[config.mk]
export PLATFORM = sky130hd
export DESIGN_NAME = buf_manager_wbs
export DESIGN_NICKNAME = d
export VERILOG_FILES = /design/src/rtl/buf_manager_wbs.sv
export SDC_FILE = /design/constraint.sdc
export NUM_CORES = 1
export LEC_CHECK = 0
export ABC_CLOCK_PERIOD_IN_PS = 8800
export BUFFER_PORTS_ARGS = -buffer_cell sky130_fd_sc_hd__buf_4
export CAP_MARGIN = 0
export CORE_MARGIN = 1
export CORE_UTILIZATION = 42
export CTS_BUF_LIST = sky130_fd_sc_hd__clkbuf_4
export DETAILED_ROUTE_END_ITERATION = 8
export GPL_TIMING_DRIVEN = 0
export HOLD_SLACK_MARGIN = 0.02
export PLACE_DENSITY = 0.66
export SYNTH_ARGS = -nofsm -noshare
export SYNTH_HDL_FRONTEND = slang
export SYNTH_SLANG_ARGS = --single-unit
export TNS_END_PERCENT = 5
[constraint.sdc]
create_clock -name clk -period 8.8 [get_ports clk]
set_input_delay 0.88 -clock clk [delete_from_list [all_inputs] [get_ports clk]]
set_output_delay 0.88 -clock clk [all_outputs]
set_load 0.01 [all_outputs]
[src/rtl/buf_manager_wbs.sv]
// ============================================================================
// Module      : buf_manager_wbs
// Description : Wishbone-slave buffer-id pool. ALLOC/RELEASE of ids through a
//               bitmap, with free count, sticky error status and one-cycle ack.
// Revision    : 1.0 - initial release
// ============================================================================
`default_nettype none

module buf_manager_wbs #(
  parameter int ADDR_WIDTH = 32,
  parameter int DATA_WIDTH = 32,
  parameter int NUM_BUFS   = 8
) (
  input  logic                  clk,
  input  logic                  reset_n,
  input  logic [ADDR_WIDTH-1:0] wbs_address,
  input  logic [DATA_WIDTH-1:0] wbs_writedata,
  output logic [DATA_WIDTH-1:0] wbs_readdata,
  input  logic                  wbs_strobe,
  input  logic                  wbs_cycle,
  input  logic                  wbs_write,
  output logic                  wbs_ack,
  output logic [DATA_WIDTH-1:0] free_count,
  output logic                  all_busy
);

  typedef enum logic [0:0] {
    IDLE = 1'b0,
    ACK  = 1'b1
  } state_t;

  state_t                state_q, state_d;
  logic [NUM_BUFS-1:0]   in_use_q, in_use_d;
  logic [2:0]            status_q, status_d;
  logic [DATA_WIDTH-1:0] readdata_q, readdata_d;
  logic [DATA_WIDTH-1:0] free_count_q, free_count_d;
  logic                  all_busy_q, all_busy_d;

  logic [1:0]            offset;
  logic [NUM_BUFS-1:0]   alloc_mask;
  logic [DATA_WIDTH-1:0] alloc_id;
  logic                  alloc_found;
  logic [NUM_BUFS-1:0]   rel_mask;
  logic                  rel_valid;
  logic                  unused_addr_bits;

  assign offset           = wbs_address[3:2];
  assign unused_addr_bits = ^{wbs_address[ADDR_WIDTH-1:4], wbs_address[1:0]};

  // Scan downward so the last hit written is the lowest free index.
  always_comb begin
    alloc_mask  = '0;
    alloc_id    = '0;
    alloc_found = 1'b0;
    for (int i = NUM_BUFS - 1; i >= 0; i--) begin
      if (!in_use_q[i]) begin
        alloc_mask    = '0;
        alloc_mask[i] = 1'b1;
        alloc_id      = DATA_WIDTH'(i);
        alloc_found   = 1'b1;
      end
    end
  end

  // Full-width compare, so ids beyond the pool never alias onto a valid bit.
  always_comb begin
    rel_mask = '0;
    for (int i = 0; i < NUM_BUFS; i++) begin
      rel_mask[i] = (wbs_writedata == DATA_WIDTH'(i));
    end
    rel_valid = |rel_mask;
  end

  always_comb begin
    state_d      = state_q;
    in_use_d     = in_use_q;
    status_d     = status_q;
    readdata_d   = readdata_q;
    free_count_d = free_count_q;
    all_busy_d   = all_busy_q;
    case (state_q)
      IDLE: begin
        if (wbs_cycle && wbs_strobe) begin
          state_d = ACK;
          case (offset)
            2'd0: begin
              if (!wbs_write) begin
                if (alloc_found) begin
                  in_use_d     = in_use_q | alloc_mask;
                  readdata_d   = alloc_id;
                  free_count_d = free_count_q - DATA_WIDTH'(1);
                end else begin
                  readdata_d  = '1;
                  status_d[0] = 1'b1;
                end
              end else if (!rel_valid) begin
                status_d[2] = 1'b1;
              end else if ((in_use_q & rel_mask) == '0) begin
                status_d[1] = 1'b1;
              end else begin
                in_use_d     = in_use_q & ~rel_mask;
                free_count_d = free_count_q + DATA_WIDTH'(1);
              end
            end
            2'd1: begin
              if (!wbs_write) readdata_d = free_count_q;
            end
            2'd2: begin
              if (!wbs_write) readdata_d = DATA_WIDTH'(status_q);
              else            status_d   = status_q & ~wbs_writedata[2:0];
            end
            default: begin
              if (!wbs_write) readdata_d = '0;
            end
          endcase
          all_busy_d = (free_count_d == '0);
        end
      end
      ACK:     state_d = IDLE;
      default: state_d = IDLE;
    endcase
  end

  always_ff @(posedge clk or negedge reset_n) begin
    if (!reset_n) begin
      state_q      <= IDLE;
      in_use_q     <= '0;
      status_q     <= '0;
      readdata_q   <= '0;
      free_count_q <= DATA_WIDTH'(NUM_BUFS);
      all_busy_q   <= 1'b0;
    end else begin
      state_q      <= state_d;
      in_use_q     <= in_use_d;
      status_q     <= status_d;
      readdata_q   <= readdata_d;
      free_count_q <= free_count_d;
      all_busy_q   <= all_busy_d;
    end
  end

  assign wbs_ack      = (state_q == ACK);
  assign wbs_readdata = readdata_q;
  assign free_count   = free_count_q;
  assign all_busy     = all_busy_q;

endmodule

`default_nettype wire

; Word level (Yosys, flattened, before mapping)
; Index checks and enable logic that the tools add are counted.
[word_totals]
register_bits = 77
inputBits = 69
word_cells = 101
[classes]
add_sub_neg = 2
n_eq_ne = 18
muxes = 51
n_bitwise = 8
reduce_logical = 14
[ops]
columns = operator, n
row1 = 32-bit 2-to-1 mux, 18
row2 = "32-bit by 3-bit == test with 1-bit output, second input constant", 4
row3 = 8-bit 2-to-1 mux, 12
row4 = 32-bit case mux with 3 select lines, 1
row5 = "32-bit by 2-bit == test with 1-bit output, second input constant", 2
row6 = 32-bit logical NOT, 2
row7 = "32-bit by 1-bit adder with 32-bit output, second input constant", 1
row8 = "32-bit by 1-bit == test with 1-bit output, second input constant", 1
row9 = "32-bit by 1-bit subtractor with 32-bit output, second input constant", 1
row10 = 6-bit AND reduction, 3
row11 = 8-bit bitwise AND, 2
row12 = "2-bit != test, second input constant", 8
row13 = 1-bit 2-to-1 mux, 14
row14 = 3-bit 2-to-1 mux, 3
row15 = 8-bit logical NOT, 1
row16 = 8-bit inverter, 1
row17 = 8-bit OR, 1
row18 = 8-bit OR reduction, 1
row19 = 7-bit AND reduction, 1
row20 = 3-bit case mux with 2 select lines, 1
row21 = 2-bit nonzero test, 2
row22 = 3-bit bitwise AND, 1
row23 = 3-bit inverter, 1
row24 = 3-bit AND reduction, 1
row25 = other kinds (9), 10

; Longest topological paths before layout
[logic_depth]
depth_word = 14
mapped_depth = 12

; Worst setup path before layout
; OpenSTA, ideal clock, no wires.
[synth_path]
path_type = in2reg
start = input port wbs_writedata[0]
end = register all_busy_q (netlist: all_busy)
arrival_time_ps = 3481
slack_ps = 5223
path_stages = 11
n_path_buf = 2
cell_sequence = clkbuf_1 > mux2_1 > a22o_1 > o211a_1 > buf_4 > mux2_1 > o2111ai_1 > nor4_1 > nand4_1 > or4_1 > o31ai_1
[synth_via]
elab_chain_len = 10
word_cells_on_any_way = 18
classes_between = 7 x eq/ne / 6 x mux / 1 x bitwise / 4 x reduce/logical
[synth_rtl]
columns = item, line_no
row1 = "start, declared", 17  ; input logic [DATA_WIDTH-1:0] wbs_writedata,
row2 = "32-bit by 1-bit == test with 1-bit output, or another cell as far along", 69  ; rel_mask[i] = (wbs_writedata == DATA_WIDTH'(i));
row3 = 8-bit bitwise AND, 98  ; end else if ((in_use_q & rel_mask) == '0) begin
row4 = 8-bit logical NOT, 98
row5 = 32-bit 2-to-1 mux, 98
row6 = 32-bit 2-to-1 mux (*), 96  ; end else if (!rel_valid) begin
row7 = 32-bit 2-to-1 mux (*), 87  ; if (!wbs_write) begin
row8 = 32-bit 2-to-1 mux (*), 85  ; case (offset)
row9 = 32-bit 2-to-1 mux (*), 83  ; if (wbs_cycle && wbs_strobe) begin
row10 = 32-bit 2-to-1 mux (*), 81  ; case (state_q)
row11 = 32-bit logical NOT (*), 116  ; all_busy_d = (free_count_d == '0);
row12 = "end signal, assigned", 138  ; all_busy_q <= all_busy_d;
row13 = "end, declared", 37  ; logic all_busy_q, all_busy_d;
; Every way passes the cells marked *; elsewhere a longest branch is shown, timed or not. The select of a mux whose other input is x is not followed.
; A chain may end at the register's enable or synchronous reset.

; Final worst setup path
; Ends and elaborated chain as after synthesis.

==> results.yml <==
sta:
  fin_tns_setup_ns: 0
  hold_viol_final: 0
  worst_pin_slew_ns: 1.15
  fin_ws_ns: 4.16
  slew_viol_final: 0
  grt_setup_unrepaired: "false"
  post-route-min-period_ns: 4.64
  setup_viol: 0
  fmax_mhz: 215
  finalCritPeriodShare: 0.528
  slew_headroom: 0.225
  hold_slack_ns: 0.509
  fin_skew_ns: 0.0221
critical_path:
  crit_type: "in2reg"
  cp_max_fo: 10
  cp-start-kind: "primary input"
  timing.rr.start: "in_use_q[0]$_DFFE_PN0P_"
  arrival_ns: 5.03
  end_kind: "register"
  worst-r2r-cell-count: 11
  worstReg2RegEnd: "all_busy$_DFFE_PN0P_"
  worst-r2r-setup-slack_ns: 4.49
  cp.required_ns: 9.19
run:
  cap_violations: 0
drt:
  route.detailed.drc: 0
  viasPerCell: 6.02
  routed_wl_um: 19300
  initialDrtViolationCount: 511
  vias: 5662
  first_pass_iters: 7
  routedWlPerCell_um: 20.5
  postRouteAntennaNets: 0
synthesis:
  ys.flop_type: "dfrtp_1"
  syn_inst: 653
  synth_warnings: 0
  synth-seq-cells: 77
  ys_seq_area_frac: 0.367
  async_reset_ff_frac: 1.00
  synth_edf_count: 0
  netlist_area_mm2: 0.00525
  syn_nets: 724
  syn_avg_cell_area_um2: 8.04
  ys_types: 76
clock_tree:
  cts_buffer_depth: 2
  htree_levels: 3
  cts_sinks: 77
  post-cts-setup-buffers: 0
  ctsResizeCount: 0
  root_buffer: "clkbuf_4"
  clkTransAtPathRegs_ns: 0.13
  cts_tree: "built"
  cts_made_buffers: 9
  clock_latency_ns: 0.48
  cts_hold_buf: 0
die:
  die_area_mm2: 0.0130
  die_y_um: 114
  ioPinCount: 135
  rows: 40
  die_x_um: 114
  core-area_mm2: 0.0121
  start_util: 0.433
outcome:
  status: "finished, final reports clean"
min_path:
  min_to: "all_busy$_DFFE_PN0P_"
  whs_path_depth: 2
  worstHoldStart: "all_busy$_DFFE_PN0P_"
  hold_class: "reg2reg"
power_and_ir_drop:
  ir_worst_vdd_mv: 0.114
  p_leak_nw: 2.62
  powerDensity_mw_per_mm2: 198
placement:
  gp_congestion: 0.928
  dpl.hpwl_um: 14200
  io_buffers: 102
  pre_cts_ws_ns: 4.09
finish:
  drive_gt1_frac: 0.195
  final_cell_mix: "buf_4 (104), nand2_1 (79), dfrtp_1 (76), nor2_1 (69), a21oi_1 (59)"
  fin_nets: 837
  multi_input_area_mm2: 0.00304
  final_common_cell: "buf_4"
  seqCellArea_mm2: 0.00193
  n_fill_cell: 1207
  syn_to_final_growth_pct: 21.3
grt:
  grt_usage: 0.308
  grt_pass1_vias: 5303
  overflow: 0
  grt_pass1_wl_um: 30100
  grt_max_degree: 78
  antenna_found_initial: 0
[worst max-delay path by stage]
stage                           from              endpoint  slack [ns]  cells after the start
floorplan           wbs_writedata[0]  all_busy$_DFFE_PN0P_        5.22                     11
global placement    wbs_writedata[0]  all_busy$_DFFE_PN0P_        3.97                     11
detailed placement  wbs_writedata[0]  all_busy$_DFFE_PN0P_        4.09                     11
CTS                 wbs_writedata[0]  all_busy$_DFFE_PN0P_        4.60                     11
global route        wbs_writedata[0]  all_busy$_DFFE_PN0P_        4.19                     11
finish              wbs_writedata[0]  all_busy$_DFFE_PN0P_        4.16                     11
[worst max-delay path, cell delays in order]
cell	delay, ns
clkbuf_1	0.32
mux2_1	0.37
a22o_1	0.29
o211ai_2	0.51
buf_2	0.38
a2111oi_0	0.14
a2111oi_0	0.82
o311ai_0	0.32
nor4b_1	0.60
nand4_1	0.17
o31ai_1	0.23
[Yosys cell counts, drive strengths merged, types with 15 or more instances]
| cell | instances | area (um2) |
|---|---|---|
| xor2 | 16 | 140 |
| nor4 | 18 | 134 |
| nand2 | 79 | 297 |
| xnor2 | 21 | 184 |
| a21oi | 59 | 295 |
| o21ai | 24 | 120 |
| nand3 | 31 | 155 |
| nor2 | 70 | 265 |
| nor3 | 25 | 130 |
| dfrtp | 76 | 1900 |
| nand4 | 15 | 93.8 |
| clkbuf | 41 | 154 |
[layout make-up]
| class | count | share of cell area |
|---|---|---|
| clock inverter | 4 | 0.00766 |
| multi-input combinational | 509 | 0.478 |
| antenna | 1 | 0.000393 |
| tap | 168 | 0.0330 |
| sequential | 77 | 0.303 |
| buffer | 55 | 0.0365 |
| timing repair buffer | 102 | 0.120 |
| clock buffer | 12 | 0.0141 |
| inverter | 12 | 0.00707 |
[sequential cells by signal, summed over array words and instances (netlist names)]
name and flops:
wbs_readdata 32, all_busy 1, free_count 32, status_q 3, in_use_q 8, wbs_ack 1
[layer usage]
| metal | share of wire | track usage | vias to the layer above |
|---|---|---|---|
| met4 | 0.027 | 0.110 | 0 |
| met2 | 0.44 | 0.464 | 286 |
| met1 | 0.44 | 0.426 | 2712 |
| li1 | - | - | 2626 |
| met5 | 0 | 0 | - |
| met3 | 0.094 | 0.0813 | 38 |
[report_power, final]
part / leakage [nW] / total (W) / switching, W / internal, W
Clock: 0.0813 / 0.000228 / 0.000132 / 0.0000958
Sequential: 0.956 / 0.000490 / 0.0000662 / 0.000424
Combinational: 1.58 / 0.000543 / 0.000321 / 0.000222
Total: 2.62 / 0.00126 / 0.000520 / 0.000741
[metrics by stage]
step                      power (W)  utilization  area (um2)  cells
after floorplan            0.000797            -        5250    653
after global placement      0.00102        0.514        6230    923
after detailed placement    0.00103        0.514        6230    923
after CTS                   0.00126        0.526        6360    939
after global routing        0.00134        0.526        6360    939
final                       0.00126        0.526        6370    940
[kinds of logic after synthesis]
kind of cell,after synthesis,share of synthesized area
mux,6,0.0124
flops,77,0.367
compound gates,162,0.206
buf+inv,67,0.0529
fa+ha+maj,2,0.00477
xor+xnor,37,0.0617
simple gates,302,0.295
No activity file was read; power rests on OpenSTA's default activity.
